**src/rtl/acc_cpu_pkg.sv**
```systemverilog
// Shared definitions for the multi-cycle accumulator CPU:
// opcode values, FSM states and the opcode field width.
package acc_cpu_pkg;

  localparam int OPC_W = 4;

  localparam logic [OPC_W-1:0] OP_NOP = 4'd0;
  localparam logic [OPC_W-1:0] OP_LDA = 4'd1;
  localparam logic [OPC_W-1:0] OP_ADD = 4'd2;
  localparam logic [OPC_W-1:0] OP_SUB = 4'd3;
  localparam logic [OPC_W-1:0] OP_AND = 4'd4;
  localparam logic [OPC_W-1:0] OP_OR  = 4'd5;
  localparam logic [OPC_W-1:0] OP_XOR = 4'd6;
  localparam logic [OPC_W-1:0] OP_STA = 4'd7;
  localparam logic [OPC_W-1:0] OP_OUT = 4'd8;
  localparam logic [OPC_W-1:0] OP_JMP = 4'd9;
  localparam logic [OPC_W-1:0] OP_JZ  = 4'd10;
  localparam logic [OPC_W-1:0] OP_JC  = 4'd11;
  localparam logic [OPC_W-1:0] OP_HLT = 4'd15;

  typedef enum logic [2:0] {
    S_IDLE,
    S_FETCH,
    S_DECODE,
    S_EXEC,
    S_HALT
  } state_e;

endpackage

```
**src/rtl/acc_cpu_multicycle_if.sv**
```systemverilog
// Host load port: one write strobe shared by
// instruction and data memory.
interface acc_cpu_multicycle_if #(
  parameter int DATA_W  = 8,
  parameter int IMEM_AW = 5
);

  logic [DATA_W-1:0]  cpu_input;
  logic [IMEM_AW-1:0] load_address;
  logic               load;
  logic               is_instruction;

  modport master (
    output cpu_input,
    output load_address,
    output load,
    output is_instruction
  );

  modport slave (
    input cpu_input,
    input load_address,
    input load,
    input is_instruction
  );

endinterface

```
**src/rtl/acc_cpu_alu.sv**
```systemverilog
// Combinational ALU: result, carry/borrow, zero
// and which architectural registers to update.
module acc_cpu_alu
  import acc_cpu_pkg::*;
#(
  parameter int DATA_W = 8
) (
  input  logic [DATA_W-1:0] i_acc,
  input  logic [DATA_W-1:0] i_opnd,
  input  logic [OPC_W-1:0]  i_opc,
  output logic [DATA_W-1:0] o_result,
  output logic              o_carry,
  output logic              o_zero,
  output logic              o_wr_acc,
  output logic              o_wr_c
);

  logic [DATA_W:0] w_ext;

  always_comb begin
    w_ext    = '0;
    o_result = i_acc;
    o_carry  = 1'b0;
    o_wr_acc = 1'b0;
    o_wr_c   = 1'b0;
    unique case (i_opc)
      OP_LDA: begin
        o_result = i_opnd;
        o_wr_acc = 1'b1;
      end
      OP_ADD: begin
        w_ext    = {1'b0, i_acc} + {1'b0, i_opnd};
        o_result = w_ext[DATA_W-1:0];
        o_carry  = w_ext[DATA_W];
        o_wr_acc = 1'b1;
        o_wr_c   = 1'b1;
      end
      // top bit of the widened difference is the borrow
      OP_SUB: begin
        w_ext    = {1'b0, i_acc} - {1'b0, i_opnd};
        o_result = w_ext[DATA_W-1:0];
        o_carry  = w_ext[DATA_W];
        o_wr_acc = 1'b1;
        o_wr_c   = 1'b1;
      end
      OP_AND: begin
        o_result = i_acc & i_opnd;
        o_wr_acc = 1'b1;
      end
      OP_OR: begin
        o_result = i_acc | i_opnd;
        o_wr_acc = 1'b1;
      end
      OP_XOR: begin
        o_result = i_acc ^ i_opnd;
        o_wr_acc = 1'b1;
      end
      default: ;
    endcase
    o_zero = (o_result == '0);
  end

endmodule

```
**src/rtl/acc_cpu_multicycle.sv**
```systemverilog
// Multi-cycle accumulator CPU: FETCH/DECODE/EXEC FSM,
// registered instruction/data memories, Z/C flags.
module acc_cpu_multicycle
  import acc_cpu_pkg::*;
#(
  parameter int DATA_W  = 8,
  parameter int IMEM_AW = 5,
  parameter int DMEM_AW = 4
) (
  input  logic                clk,
  input  logic                reset,
  acc_cpu_multicycle_if.slave ld_bus,
  input  logic                start,
  output logic                busy,
  output logic                halted,
  output logic                out_valid,
  output logic [DMEM_AW-1:0]  out_index,
  output logic [DATA_W-1:0]   output_value
);

  localparam int IW = OPC_W + DMEM_AW;

  state_e r_state;
  state_e w_next;

  logic [IW-1:0]      r_imem [2**IMEM_AW];
  logic [DATA_W-1:0]  r_dmem [2**DMEM_AW];

  logic [IMEM_AW-1:0] r_pc;
  logic [IW-1:0]      r_ir;
  logic [DATA_W-1:0]  r_opnd;
  logic [DATA_W-1:0]  r_acc;
  logic               r_z;
  logic               r_c;
  logic               r_out_valid;
  logic [DMEM_AW-1:0] r_out_idx;
  logic [DATA_W-1:0]  r_out_val;

  logic [OPC_W-1:0]   w_opc;
  logic [DMEM_AW-1:0] w_op;
  logic [DATA_W-1:0]  w_res;
  logic               w_carry;
  logic               w_zero;
  logic               w_wr_acc;
  logic               w_wr_c;
  logic               w_ready;
  logic               w_go;
  logic               w_exec;
  logic               w_take;

  assign w_opc   = r_ir[IW-1:DMEM_AW];
  assign w_op    = r_ir[DMEM_AW-1:0];
  assign w_ready = (r_state == S_IDLE) ||
                   (r_state == S_HALT);
  assign w_go    = w_ready && start;
  assign w_exec  = (r_state == S_EXEC);
  assign w_take  = (w_opc == OP_JMP) ||
                   ((w_opc == OP_JZ) && r_z) ||
                   ((w_opc == OP_JC) && r_c);

  acc_cpu_alu #(
    .DATA_W (DATA_W)
  ) u_alu (
    .i_acc    (r_acc),
    .i_opnd   (r_opnd),
    .i_opc    (w_opc),
    .o_result (w_res),
    .o_carry  (w_carry),
    .o_zero   (w_zero),
    .o_wr_acc (w_wr_acc),
    .o_wr_c   (w_wr_c)
  );

  always_ff @(posedge clk or negedge reset) begin
    if (!reset) r_state <= S_IDLE;
    else        r_state <= w_next;
  end

  always_comb begin
    w_next = r_state;
    unique case (r_state)
      S_IDLE,
      S_HALT:   if (start) w_next = S_FETCH;
      S_FETCH:  w_next = S_DECODE;
      S_DECODE: w_next = S_EXEC;
      S_EXEC:   w_next = (w_opc == OP_HLT) ? S_HALT
                                           : S_FETCH;
      default:  w_next = S_IDLE;
    endcase
  end

  // Memories carry no reset so they map onto block RAM.
  always_ff @(posedge clk) begin
    if (w_ready && ld_bus.load) begin
      if (ld_bus.is_instruction)
        r_imem[ld_bus.load_address] <=
          ld_bus.cpu_input[IW-1:0];
      else
        r_dmem[ld_bus.load_address[DMEM_AW-1:0]] <=
          ld_bus.cpu_input;
    end
    if (w_exec && (w_opc == OP_STA))
      r_dmem[w_op] <= r_acc;
  end

  always_ff @(posedge clk or negedge reset) begin
    if (!reset) begin
      r_pc        <= '0;
      r_ir        <= '0;
      r_opnd      <= '0;
      r_acc       <= '0;
      r_z         <= 1'b0;
      r_c         <= 1'b0;
      r_out_valid <= 1'b0;
      r_out_idx   <= '0;
      r_out_val   <= '0;
    end else begin
      r_out_valid <= 1'b0;
      if (w_go) begin
        r_pc  <= '0;
        r_acc <= '0;
        r_z   <= 1'b0;
        r_c   <= 1'b0;
      end
      if (r_state == S_FETCH)
        r_ir <= r_imem[r_pc];
      if (r_state == S_DECODE)
        r_opnd <= r_dmem[w_op];
      if (w_exec) begin
        r_pc <= w_take ? IMEM_AW'(w_op)
                       : r_pc + 1'b1;
        if (w_wr_acc) begin
          r_acc <= w_res;
          r_z   <= w_zero;
        end
        if (w_wr_c) r_c <= w_carry;
        if (w_opc == OP_OUT) begin
          r_out_valid <= 1'b1;
          r_out_idx   <= w_op;
          r_out_val   <= r_acc;
        end
      end
    end
  end

  assign busy         = (r_state == S_FETCH)  ||
                        (r_state == S_DECODE) ||
                        (r_state == S_EXEC);
  assign halted       = (r_state == S_HALT);
  assign out_valid    = r_out_valid;
  assign out_index    = r_out_idx;
  assign output_value = r_out_val;

endmodule

```
**src/flat_wrapper.sv**
```systemverilog
// flat-port wrapper written by rule: the top's interface ports become plain ports
module acc_cpu_multicycle_flat import acc_cpu_pkg::*;
#(
  parameter int DATA_W  = 8,
  parameter int IMEM_AW = 5,
  parameter int DMEM_AW = 4
)
  (clk, reset, start, busy, halted, out_valid, out_index, output_value, ld_bus_cpu_input, ld_bus_load_address, ld_bus_load, ld_bus_is_instruction);
  acc_cpu_multicycle_if #(.DATA_W(DATA_W), .IMEM_AW(IMEM_AW)) ld_bus_i ();
  input  logic clk;
  input  logic reset;
  input  logic start;
  output logic busy;
  output logic halted;
  output logic out_valid;
  output logic [DMEM_AW-1:0] out_index;
  output logic [DATA_W-1:0] output_value;
  input wire logic [$bits(ld_bus_i.cpu_input)-1:0] ld_bus_cpu_input;
  input wire logic [$bits(ld_bus_i.load_address)-1:0] ld_bus_load_address;
  input wire logic [$bits(ld_bus_i.load)-1:0] ld_bus_load;
  input wire logic [$bits(ld_bus_i.is_instruction)-1:0] ld_bus_is_instruction;
  assign ld_bus_i.cpu_input = ld_bus_cpu_input;
  assign ld_bus_i.load_address = ld_bus_load_address;
  assign ld_bus_i.load = ld_bus_load;
  assign ld_bus_i.is_instruction = ld_bus_is_instruction;
  acc_cpu_multicycle #(.DATA_W(DATA_W), .IMEM_AW(IMEM_AW), .DMEM_AW(DMEM_AW)) u_core (.clk(clk), .reset(reset), .ld_bus(ld_bus_i), .start(start), .busy(busy), .halted(halted), .out_valid(out_valid), .out_index(out_index), .output_value(output_value));
endmodule
```
**config.mk**
```make
export PLATFORM = sky130hd
export DESIGN_NAME = acc_cpu_multicycle_flat
export DESIGN_NICKNAME = d
export VERILOG_FILES = /design/src/rtl/acc_cpu_pkg.sv /design/src/rtl/acc_cpu_multicycle_if.sv /design/src/rtl/acc_cpu_alu.sv /design/src/rtl/acc_cpu_multicycle.sv /design/src/flat_wrapper.sv
export SDC_FILE = /design/constraint.sdc
export NUM_CORES = 1
export LEC_CHECK = 0
export BUFFER_PORTS_ARGS = -buffer_cell sky130_fd_sc_hd__buf_2
export CAP_MARGIN = 20
export CORE_MARGIN = 1.5
export CORE_UTILIZATION = 40
export DETAILED_ROUTE_END_ITERATION = 12
export GPL_TIMING_DRIVEN = 0
export PLACE_DENSITY = 0.55
export SYNTH_ARGS = -nofsm -noshare
export SYNTH_HDL_FRONTEND = slang
export SYNTH_HIERARCHICAL = 1
export SYNTH_SLANG_ARGS = --single-unit
```
**constraint.sdc**
```tcl
create_clock -name clk -period 4.2 [get_ports clk]
set_input_delay 0.84 -clock clk [delete_from_list [all_inputs] [get_ports clk]]
set_output_delay 0.84 -clock clk [all_outputs]
set_load 0.02 [all_outputs]
```
==> results of run 1 <==
-- layout by cell type, fill, tap and decap left out, types with 6 or more instances in the layout --
cell	n
a22oi_1	32
inv_1	29
a32oi_1	9
dfrtp_1	47
a222oi_1	8
clkbuf_1	46
mux4_2	49
nand2_1	82
nor2b_1	15
mux4_1	6
a21oi_1	30
nand3_1	26
mux2_4	7
nor3_1	22
o31ai_1	8
mux2i_1	70
clkinv_1	8
a221o_1	8
a31oi_1	11
o21ai_0	26
mux2_2	46
buf_6	6
clkbuf_8	9
buf_2	48
nor2_1	74
ha_1	25
nand2b_1	11
edfxtp_1	384
clkbuf_16	47
-- per-layer routing --
layer | vias up | global-route usage [%] | wire length, um
met2 | 362 | 32.4 | 22400
li1 | 4775 | - | -
met5 | - | 0 | 0
met1 | 5590 | 29.1 | 21800
met4 | 0 | 6.30 | 1060
met3 | 66 | 2.99 | 2610
-- registers in the layout, indices dropped and copies added, names as in the netlist --
signal / cells
u_core/r_opnd: 8
u_core/out_index: 4
u_core/r_dmem: 128
u_core/out_valid: 1
u_core/r_ir: 8
u_core/r_imem: 256
u_core/r_state: 3
u_core/r_z: 1
u_core/r_c: 1
u_core/r_pc: 5
u_core/r_acc: 8
u_core/output_value: 8
-- stage by stage --
step / instance area (um2) / total power (uW) / worst slack, ps
after global routing: 21000 / 14100 / 876
after global placement: 19600 / 9750 / 995
after detailed placement: 19700 / 9800 / 964
after floorplan: 18700 / 8340 / 1780
after CTS: 21000 / 13500 / 952
final: 21000 / 13500 / 1030
-- cell usage after synthesis, types with 6 or more instances --
| cell | instances |
|---|---|
| a21oi_1 | 30 |
| a221o_1 | 8 |
| a222oi_1 | 8 |
| a22oi_1 | 32 |
| a31oi_1 | 11 |
| a32oi_1 | 9 |
| buf_2 | 16 |
| buf_6 | 6 |
| clkbuf_1 | 30 |
| dfrtp_1 | 47 |
| edfxtp_1 | 384 |
| ha_1 | 25 |
| inv_1 | 29 |
| mux2_2 | 46 |
| mux2_4 | 7 |
| mux2i_1 | 70 |
| mux4_1 | 6 |
| mux4_2 | 49 |
| nand2_1 | 82 |
| nand2b_1 | 11 |
| nand3_1 | 26 |
| nor2_1 | 74 |
| nor2b_1 | 15 |
| nor3_1 | 22 |
| o21ai_0 | 26 |
| o31ai_1 | 8 |
-- final cells by class --
| class | count | area share [%] |
|---|---|---|
| antenna | 1 | 0.0119 |
| buffer | 64 | 1.82 |
| clock buffer | 67 | 6.14 |
| clock inverter | 15 | 0.345 |
| inverter | 29 | 0.518 |
| multi-input combinational | 653 | 26.2 |
| sequential | 431 | 60.4 |
| tap | 607 | 3.61 |
| timing repair buffer | 33 | 0.893 |
-- kinds of logic after synthesis --
| group | count (synthesis) | share of synthesized area, % |
|---|---|---|
| DFF | 431 | 67.9 |
| xor gates and xnor gates | 3 | 0.140 |
| AOI/OAI and AO/OA | 170 | 6.49 |
| buffers and inverters | 93 | 2.63 |
| and+or+nand+nor | 275 | 7.15 |
| muxes | 178 | 13.8 |
| adders and majority gates | 27 | 1.89 |
-- power by group through the flow --
stage / logic [uW] / registers [uW] / clock network (uW)
2_1_floorplan: 3170 / 5170 / 0
3_3_place_gp: 4510 / 5240 / 0
3_5_place_dp: 4550 / 5250 / 0
4_1_cts: 4560 / 5160 / 3820
5_1_grt: 4930 / 5190 / 3970
6_report: 4570 / 5160 / 3730
-- path summary, 6_finish.rpt --
check | start | cells after the start | end | slack, ps
max reg2reg | u_core/r_ir[1] | 5 | u_core/r_dmem[10][6] | 1030
max in group asynchronous | reset | 2 | u_core/r_ir[4] | 3300
min reg2reg | u_core/r_c | 2 | u_core/r_c | 500
min | reset | 1 | u_core/out_index[0] | 310
min in group clk | u_core/r_c | 2 | u_core/r_c | 500
max | u_core/r_ir[1] | 5 | u_core/r_dmem[10][6] | 1030
==> impl_metrics.yaml, run 1 <==
critical_path:
  max_stage_delay_ps: 730
  cp_slowest_cell: "nor2_1"
  crit_chain: "clkbuf_1 > clkbuf_1 > nand3b_1 > a21boi_0 > nor2_1"
  critPathLaunchType: "flop"
  criticalPathCategory: "flop to flop"
  critPathRequiredTime_ps: 4390
  cp_top_family: "buffers and inverters"
  critPathBufInv: 2
  crit_top_cell: "clkbuf_1"
  endpoint_kind: "flop"
  crit_fanout: 10
  worstPathArrival_ps: 3360
yosys:
  ys_types: 74
  syn-cell-area_um2: 18700
  synth_warnings: 6
  synth_edf_count: 384
  syn_avg_cell_area_um2: 15.9
  synthTopCellsByArea: "edfxtp_1 62%, dfrtp_1 6.3%, mux4_2 5.9%, mux2i_1 3.7%, mux2_2 2.8%"
  synth_top_area_share_pct: 61.6
  synth-seq-area-share_pct: 67.9
  syn_nets: 1222
  async_flop_share_pct: 10.9
  ys_ff_latch: 431
  synth-main-ff-cell: "edfxtp_1"
  yosysTopAreaCell: "edfxtp_1"
  synthCells: 1177
sta:
  slew_violations: 0
  setup_viol: 0
  fin_hold_ws_ps: 314
  fin_crit_sh_pct: 75.4
  rsz0062_at_grt: "false"
  finalSetupTns_ps: 0
  final-hold-violation-count: 0
  relSlewSlack_pct: 27.9
  fmax_mhz: 316
  fin_worst_skew_ps: 18.2
  worstMarginPinSlew_ps: 1080
  layout_min_cycle_time_ps: 3170
floorplan:
  initial_core_util_pct: 40.4
  io_pins: 33
  die_h_um: 219
  coreArea_um2: 46400
  dieArea_um2: 48100
  rows: 79
  die_x_um: 219
placement:
  placedCellCount: 1817
  io_buffer_count: 32
  post-dp-hpwl_um: 31700
  routabilityCongestion: 0.877
clocking:
  postCtsResizedCells: 0
  htreeDepth: 2
  clkTransAtPathRegs_ps: 70
  cts_setup_buffers: 0
  clock-sinks: 431
  root_buffer: "clkbuf_16"
  clk-insertion-delay-late_ps: 570
  clockBufferDepth: 3
  numCtsBuffers: 46
  ctsHoldBuffers: 0
  cts_tree: "yes"
pwr:
  power_frac_clock_pct: 27.7
  comb_power_share_pct: 34.0
  switching_share_pct: 34.2
  p_sw_uw: 4600
  p_seq_share_pct: 38.4
  ir_worst_vdd_uv: 365
  p_per_area_nw_per_um2: 640
  internal_power_uw: 8860
  p_leak_uw: 0.00708
run_status:
  status: "finished clean"
grt:
  grt_max_degree: 34
  grt_pass1_wl_um: 71100
  antenna_found_initial: 0
  track_usage_pct: 20.4
  grt_pass1_vias: 10789
  grt-ovfl-total: 0
drt:
  first_pass_iters: 5
  drt_iter0_markers: 1117
  ant_nets: 0
  avgRoutedWirePerCell_um: 25.2
  wirelength_um: 47900
  vias: 10793
  vias_per_cell: 5.68
  drc_errors: 0
final_layout:
  fin_nets: 1303
  fin_cells: 1900
  area_growth_syn_to_layout_pct: 12.4
  final.fill_count: 4025
  fin_util_pct: 45.4
  multi_input_area_um2: 5520
  regArea_um2: 12700
  final_layout_size_suffix_gt1_share_pct: 18.9
hold_path:
  worstHoldPathType: "input port to asynchronous set/reset pin"
flow_run:
  maxCapViolCount: 0
(Power assumes the default switching activity.)
==> inputs of run 2 (changes only) <==
--- a/config.mk
+++ b/config.mk
@@ -5,6 +5,7 @@
 export SDC_FILE = /design/constraint.sdc
 export NUM_CORES = 1
 export LEC_CHECK = 0
+export ABC_AREA = 1
 export BUFFER_PORTS_ARGS = -buffer_cell sky130_fd_sc_hd__buf_2
 export CAP_MARGIN = 20
 export CORE_MARGIN = 1.5
==> constraint.sdc (replaced) <==
create_clock -name clk -period 3 [get_ports clk]
set_input_delay 0.6 -clock clk [delete_from_list [all_inputs] [get_ports clk]]
set_output_delay 0.6 -clock clk [all_outputs]
set_load 0.02 [all_outputs]
==> run 2 against run 1 <==
The flow now finishes with violations (negative setup slack). Critical path depth is the same. Total power grew 50%. Register-to-register slack lost 1100 ps. Synthesized area grew 5.9%. Sequential power grew 38%. Non-clock buffer count grew 33. Worst hold slack gained 74 ps. Flip-flop and latch count is the same. Global-route usage grew 3.7 points. Clock power grew 54%. Critical path type unchanged. Clock skew grew 2.2 ps. Worst setup slack lost 1100 ps.
==> impl_metrics.yaml, run 2 <==
run_status:
  status: "complete, but fails checks"
  violations: "negative setup slack"
floorplan:
  initial_core_util_pct: 40.5
  die_h_um: 226
  io_pins: 33
  dieArea_um2: 50900
  coreArea_um2: 49000
  die_x_um: 226
  rows: 81
clocking:
  clockBufferDepth: 3
  clock-sinks: 431
  root_buffer: "clkbuf_16"
  numCtsBuffers: 47
  clk-insertion-delay-late_ps: 590
  cts_tree: "yes"
  htreeDepth: 2
  clkTransAtPathRegs_ps: 60
sta:
  fin_worst_skew_ps: 20.5
  fmax_mhz: 324
  fin_crit_sh_pct: 103
  slew_violations: 0
  fin_hold_ws_ps: 388
  setup_viol: 16
  relSlewSlack_pct: 24.9
  final-hold-violation-count: 0
  layout_min_cycle_time_ps: 3080
  worst_slack_ps: -82.4
  rsz0062_at_grt: "true"
  worstMarginPinSlew_ps: 1120
yosys:
  synth_top_area_share_pct: 58.2
  yosys.cell_count.top_type: "nand2_1"
  synth_warnings: 6
  synth_simple_gate_area_share_pct: 24.2
  ys_ff_latch: 431
  syn-cell-area_um2: 19800
  synth-main-ff-cell: "edfxtp_1"
  synth-seq-area-share_pct: 64.1
  ys_types: 35
  synthXorXnorAreaFrac_pct: 0.0442
  synthTopCellsByArea: "edfxtp_1 58%, nand2_1 10%, nand3_1 10%, dfrtp_1 5.9%, inv_1 4.9%"
  syn_nets: 2052
  yosysTopAreaCell: "edfxtp_1"
  synthCells: 2007
  async_flop_share_pct: 10.9
  syn_avg_cell_area_um2: 9.87
  synth_edf_count: 384
  muxShareOfSynthArea_pct: 0
  synth_top_family_by_area: "simple AND/OR/NAND/NOR gates"
  synth-compound-area-share_pct: 2.76
  ys_top_cells_by_count: "537 x nand2_1, 401 x nand3_1, 384 x edfxtp_1"
  synthAdderAreaFrac_pct: 1.78
critical_path:
  critPathRequiredTime_ps: 3190
  cp_slowest_cell: "nor2_1"
  rr_startpoint: "u_core/r_state[1]"
  crit_cells: 5
  critPathBufInv: 0
  criticalPathCategory: "flop to flop"
  cp_top_family: "simple AND/OR/NAND/NOR gates"
  critPathLaunchType: "flop"
  ff2ff_setup_slack_ps: -80
  endpoint: "u_core/r_imem[21][0]"
  worstPathArrival_ps: 3270
  crit_chain: "nor2_1 > nand2_1 > nor2_1 > nand3_1 > nor2_1"
  endpoint_kind: "flop"
  crit_fanout: 8
  worst_r2r_endpoint: "u_core/r_imem[21][0]"
  crit_top_cell: "nor2_1"
  crit_start: "u_core/r_state[1]"
  rr_worst_depth: 5
  max_stage_delay_ps: 1020
final_layout:
  final_common_cell: "nand2_1"
  largest-register: "u_core/r_imem"
  fin_nets: 2138
  fin_util_pct: 45.8
  area_growth_syn_to_layout_pct: 13.2
  top_regs: "u_core/r_imem (256), u_core/r_dmem (128)"
  final_cell_mix: "537 x nand2_1, 401 x nand3_1, 384 x edfxtp_1"
  antennaDiodeCount: 0
  multi_input_area_um2: 5760
  final.fill_count: 4648
  final_layout_size_suffix_gt1_share_pct: 10.4
  largest_reg_flops: 256
  regArea_um2: 12700
placement:
  post-dp-hpwl_um: 41500
  place_ws_ps: -47.9
  routabilityCongestion: 0.967
  io_buffer_count: 32
flow_run:
  maxCapViolCount: 0
grt:
  track_usage_pct: 24.1
  grt_max_degree: 48
  grt-ovfl-total: 0
  grt_pass1_wl_um: 88900
  antenna_found_initial: 0
  grt_pass1_vias: 13841
drt:
  vias: 14611
  avgRoutedWirePerCell_um: 21.6
  wirelength_um: 60200
  first_pass_iters: 6
  drt_iter0_markers: 1384
  drc_errors: 0
  vias_per_cell: 5.23
  ant_nets: 0
pwr:
  ir_worst_vdd_uv: 460
  p_per_area_nw_per_um2: 902
  p_leak_uw: 0.00920
hold_path:
  holdPathStages: 4
  worstHoldPathType: "input port to flop"
  min_from: "start"
## run 2: cell types whose count changed in the layout (fill, tap and decap cells not counted), moves of 23 or more
| cell | before | now |
|---|---|---|
| a22oi_1 | 32 | 0 |
| buf_2 | 48 | 71 |
| inv_1 | 29 | 257 |
| mux2_2 | 46 | 0 |
| mux2i_1 | 70 | 0 |
| mux4_2 | 49 | 0 |
| nand2_1 | 82 | 537 |
| nand3_1 | 26 | 401 |
| or2_2 | 4 | 42 |
## run 2: how the worst min path moves through the flow
| stage | endpoint |
|---|---|
| 2_1_floorplan | u_core/out_index[0] |
| 3_3_place_gp | u_core/out_index[0] |
| 3_5_place_dp | u_core/out_index[0] |
| 4_1_cts | u_core/out_valid |
| 5_1_grt | u_core/r_state[2] |
| 6_report | u_core/r_state[2] |
## run 2: routing by layer
layer | GRT usage [%] | share of wire (%) | routed length [um]
met3 | 4.58 | 7.5 | 4540
met2 | 38.2 | 46 | 27800
met4 | 6.67 | 2.6 | 1540
met5 | 0 | 0 | 0
met1 | 33.8 | 44 | 26300
## run 2: power by group
part           switching [uW]  leakage [uW]  internal [uW]
combinational            5360       0.00439           2020
clock                    2380      0.000738           3350
sequential                277       0.00407           6840
total                    8030       0.00920          12200
## run 2: cell type report
| class | instances | share of cell area, % |
|---|---|---|
| Inverter | 267 | 4.47 |
| Sequential cell | 431 | 56.7 |
| Tap cell | 664 | 3.70 |
| Clock buffer | 57 | 5.51 |
| Multi-Input combinational cell | 1216 | 25.7 |
| Buffer | 93 | 1.79 |
| Timing Repair Buffer | 37 | 0.982 |
| Clock inverter | 29 | 1.22 |
## run 2: cells by family after synthesis
family / after synthesis
AOI/OAI and AO/OA: 100
DFF: 431
buffers and inverters: 360
and+or+nand+nor: 1088
xor gates and xnor gates: 1
adders and majority gates: 27
## run 2: stage by stage
stage / power (uW) / cell area [um2] / instances / setup TNS, ps
after CTS: 20300 / 22400 / 2792 / -176
after global routing: 21300 / 22400 / 2794 / -4900
final: 20200 / 22400 / 2794 / -641
after detailed placement: 14500 / 20900 / 2706 / -1090
after global placement: 14400 / 20800 / 2703 / -92360
after floorplan: 11800 / 19800 / 2007 / 0
## run 2: tightest hold or removal path, cell delays in order
cell	delay, ps
buf_2	70
inv_1	70
nand2_1	100
o22ai_1	80
## run 2: what timing repair did
item / CTS / global route
setup buffers: 0 / 0
endpoints found under the hold margin: 0 / 11
endpoints found under the setup margin: 9 / 124
gates resized for setup: 2 / 14
hold buffers: 0 / 1
==> inputs of run 3 (changes only) <==
--- a/config.mk
+++ b/config.mk
@@ -8,11 +8,13 @@
 export ABC_AREA = 1
 export BUFFER_PORTS_ARGS = -buffer_cell sky130_fd_sc_hd__buf_2
 export CAP_MARGIN = 20
-export CORE_MARGIN = 1.5
+export CORE_MARGIN = 5
 export CORE_UTILIZATION = 40
+export CTS_CLUSTER_SIZE = 40
 export DETAILED_ROUTE_END_ITERATION = 12
 export GPL_TIMING_DRIVEN = 0
 export PLACE_DENSITY = 0.55
+export RECOVER_POWER = 50
 export SYNTH_ARGS = -nofsm -noshare
 export SYNTH_HDL_FRONTEND = slang
 export SYNTH_HIERARCHICAL = 1
==> run 3 against run 2 <==
The flow finishes with violations (max-capacitance violations, max-slew violations, negative setup slack). First-iteration DRC count grew 4.2%. Routed wire length shrank 0.59%. Combinational power is 0.7% lower. Flip-flop and latch count unchanged. Critical path depth unchanged. Total power shrank 1.5%. Sequential share of layout area rose by 0.40 points. Register-to-register slack gained 70 ps. Sequential power about the same. Largest cell class unchanged. Largest power group unchanged. Highest routed layer unchanged.
==> impl_metrics.yaml, run 3 (synthesis gave the netlist of run 2 again) <==
sta:
  rsz0062_at_grt: "true"
  setup_viol: 8
  slew_violations: 272
  fin_worst_skew_ps: 34.5
  worst_slack_ps: -8.50
  final-hold-violation-count: 0
  fmax_mhz: 332
  relSlewSlack_pct: -35.5
  fin_crit_sh_pct: 100
  layout_min_cycle_time_ps: 3010
  worstMarginPinSlew_ps: 2030
final_layout:
  final.fill_count: 4674
  area_growth_syn_to_layout_pct: 12.4
  antennaDiodeCount: 0
  final_cell_mix: "538 x nand2_1, 401 x nand3_1, 384 x edfxtp_1"
  final_common_cell: "nand2_1"
  final_layout_size_suffix_gt1_share_pct: 8.11
  top_regs: "u_core/r_imem (256), u_core/r_dmem (128)"
  fin_nets: 2141
  largest-register: "u_core/r_imem"
  final_area_um2: 22300
  fin_cells: 2796
  largest_reg_flops: 256
drt:
  vias_per_cell: 5.23
  avgRoutedWirePerCell_um: 21.4
  wirelength_um: 59900
  ant_nets: 0
  drt_iter0_markers: 1442
  drc_errors: 0
  vias: 14619
  first_pass_iters: 5
critical_path:
  ff2ff_setup_slack_ps: -8
  criticalPathCategory: "flop to flop"
  critPathBufInv: 0
  cp_top_family: "simple AND/OR/NAND/NOR gates"
  crit_fanout: 8
  crit_cells: 5
  crit_start: "u_core/r_state[1]"
  max_stage_delay_ps: 1020
  worst_r2r_endpoint: "u_core/r_imem[17][3]"
  rr_worst_depth: 5
  crit_top_cell: "nor2_1"
  endpoint: "u_core/r_imem[17][3]"
  endpoint_kind: "flop"
  rr_startpoint: "u_core/r_state[1]"
  worstPathArrival_ps: 3220
  cp_slowest_cell: "nor2_1"
  critPathRequiredTime_ps: 3210
  crit_chain: "nor2_1 > nand2_1 > nor2_1 > nand3_1 > nor2_1"
  critPathLaunchType: "flop"
clocking:
  root_buffer: "clkbuf_16"
  numCtsBuffers: 47
  cts_setup_buffers: 0
  clk-insertion-delay-late_ps: 590
  clkTransAtPathRegs_ps: 60
  clock-sinks: 431
  htreeDepth: 2
  clockBufferDepth: 3
  cts_tree: "yes"
placement:
  placedCellCount: 2709
  io_buffer_count: 32
  post_dp_cell_area_um2: 20900
  post-dp-hpwl_um: 41700
  routabilityCongestion: 0.944
  place_ws_ps: -6.91
floorplan:
  coreArea_um2: 49000
  initial_core_util_pct: 40.5
  rows: 81
  io_pins: 33
  dieArea_um2: 54100
  die_x_um: 233
  die_h_um: 233
grt:
  grt_pass1_wl_um: 89000
  grt_pass1_vias: 13947
  grt_max_degree: 48
  antenna_found_initial: 0
  grt-ovfl-total: 0
  track_usage_pct: 22.1
pwr:
  power_frac_clock_pct: 27.5
  p_leak_uw: 0.00907
  p_sw_uw: 7990
  ir_worst_vdd_uv: 561
  p_per_area_nw_per_um2: 895
  p_seq_share_pct: 35.7
  comb_power_share_pct: 36.8
  switching_share_pct: 40.0
  internal_power_uw: 12000
run_status:
  status: "complete, but fails checks"
  violations: "max-capacitance violations, max-slew violations, negative setup slack"
hold_path:
  worstHoldPathType: "input port to flop"
flow_run:
  maxCapViolCount: 8
## run 3: cell types whose count changed in the layout (fill, tap and decap cells not counted), sizes merged
cell,previous run,this run
clkbuf,99,134
buf,87,55
bufinv,5,3
clkinv,28,29
## run 3: power by group through the flow
stage | clock [uW] | sequential [uW] | combinational (uW)
finish | 5490 | 7120 | 7330
global route | 5860 | 7150 | 7980
CTS | 5620 | 7110 | 7270
detailed placement | 0 | 7240 | 7230
global placement | 0 | 7230 | 7190
floorplan | 0 | 7220 | 4580
## run 3: how the worst min path moves through the flow
stage,slack [ps],to,start,cells after the start
after floorplan,300,u_core/out_index[0],reset,0
after global placement,470,u_core/out_index[0],u_core/out_index[0],2
after detailed placement,470,u_core/output_value[5],u_core/output_value[5],2
after CTS,220,u_core/r_ir[7],reset,1
after global routing,390,u_core/r_state[2],start,4
final,380,u_core/r_state[2],start,4
## run 3: area by class of cell
type	instances	area (um2)	area share, %
flip-flops and latches	431	12700	57.1
multi-input cells	1216	5700	25.6
clock buffers	57	1210	5.45
inverters	267	1000	4.50
well taps	664	831	3.73
plain buffers	93	397	1.78
clock inverters	28	228	1.02
repair buffers	40	194	0.871
## run 3: stage by stage
step           TNS, ps  hold WS (ps)  power, uW  utilization, %
6_report         -57.7           379      19900            45.5
2_1_floorplan        0           304      11800               -
3_5_place_dp     -44.5           469      14500            42.6
3_3_place_gp    -81110           469      14400            42.5
4_1_cts              0           215      20000            45.6
5_1_grt          -1110           392      21000            45.5
## run 3: layer usage
metal / track usage, % / share of wire (%)
met2: 34.9 / 45
met3: 3.70 / 7.3
met1: 31.9 / 45
met4: 5.87 / 2.6
met5: 0 / 0
## run 3: repair_timing
item | in CTS | in global routing
gates resized for setup | 0 | 2
endpoints found under the hold margin | 0 | 8
endpoints found under the setup margin | 0 | 30
hold buffers | 0 | 1
## run 3: worst reg2reg max path: cells and delay by family, from the launching register on
family,cells,cell delay [ps]
flops,1,410
simple gates,5,2230
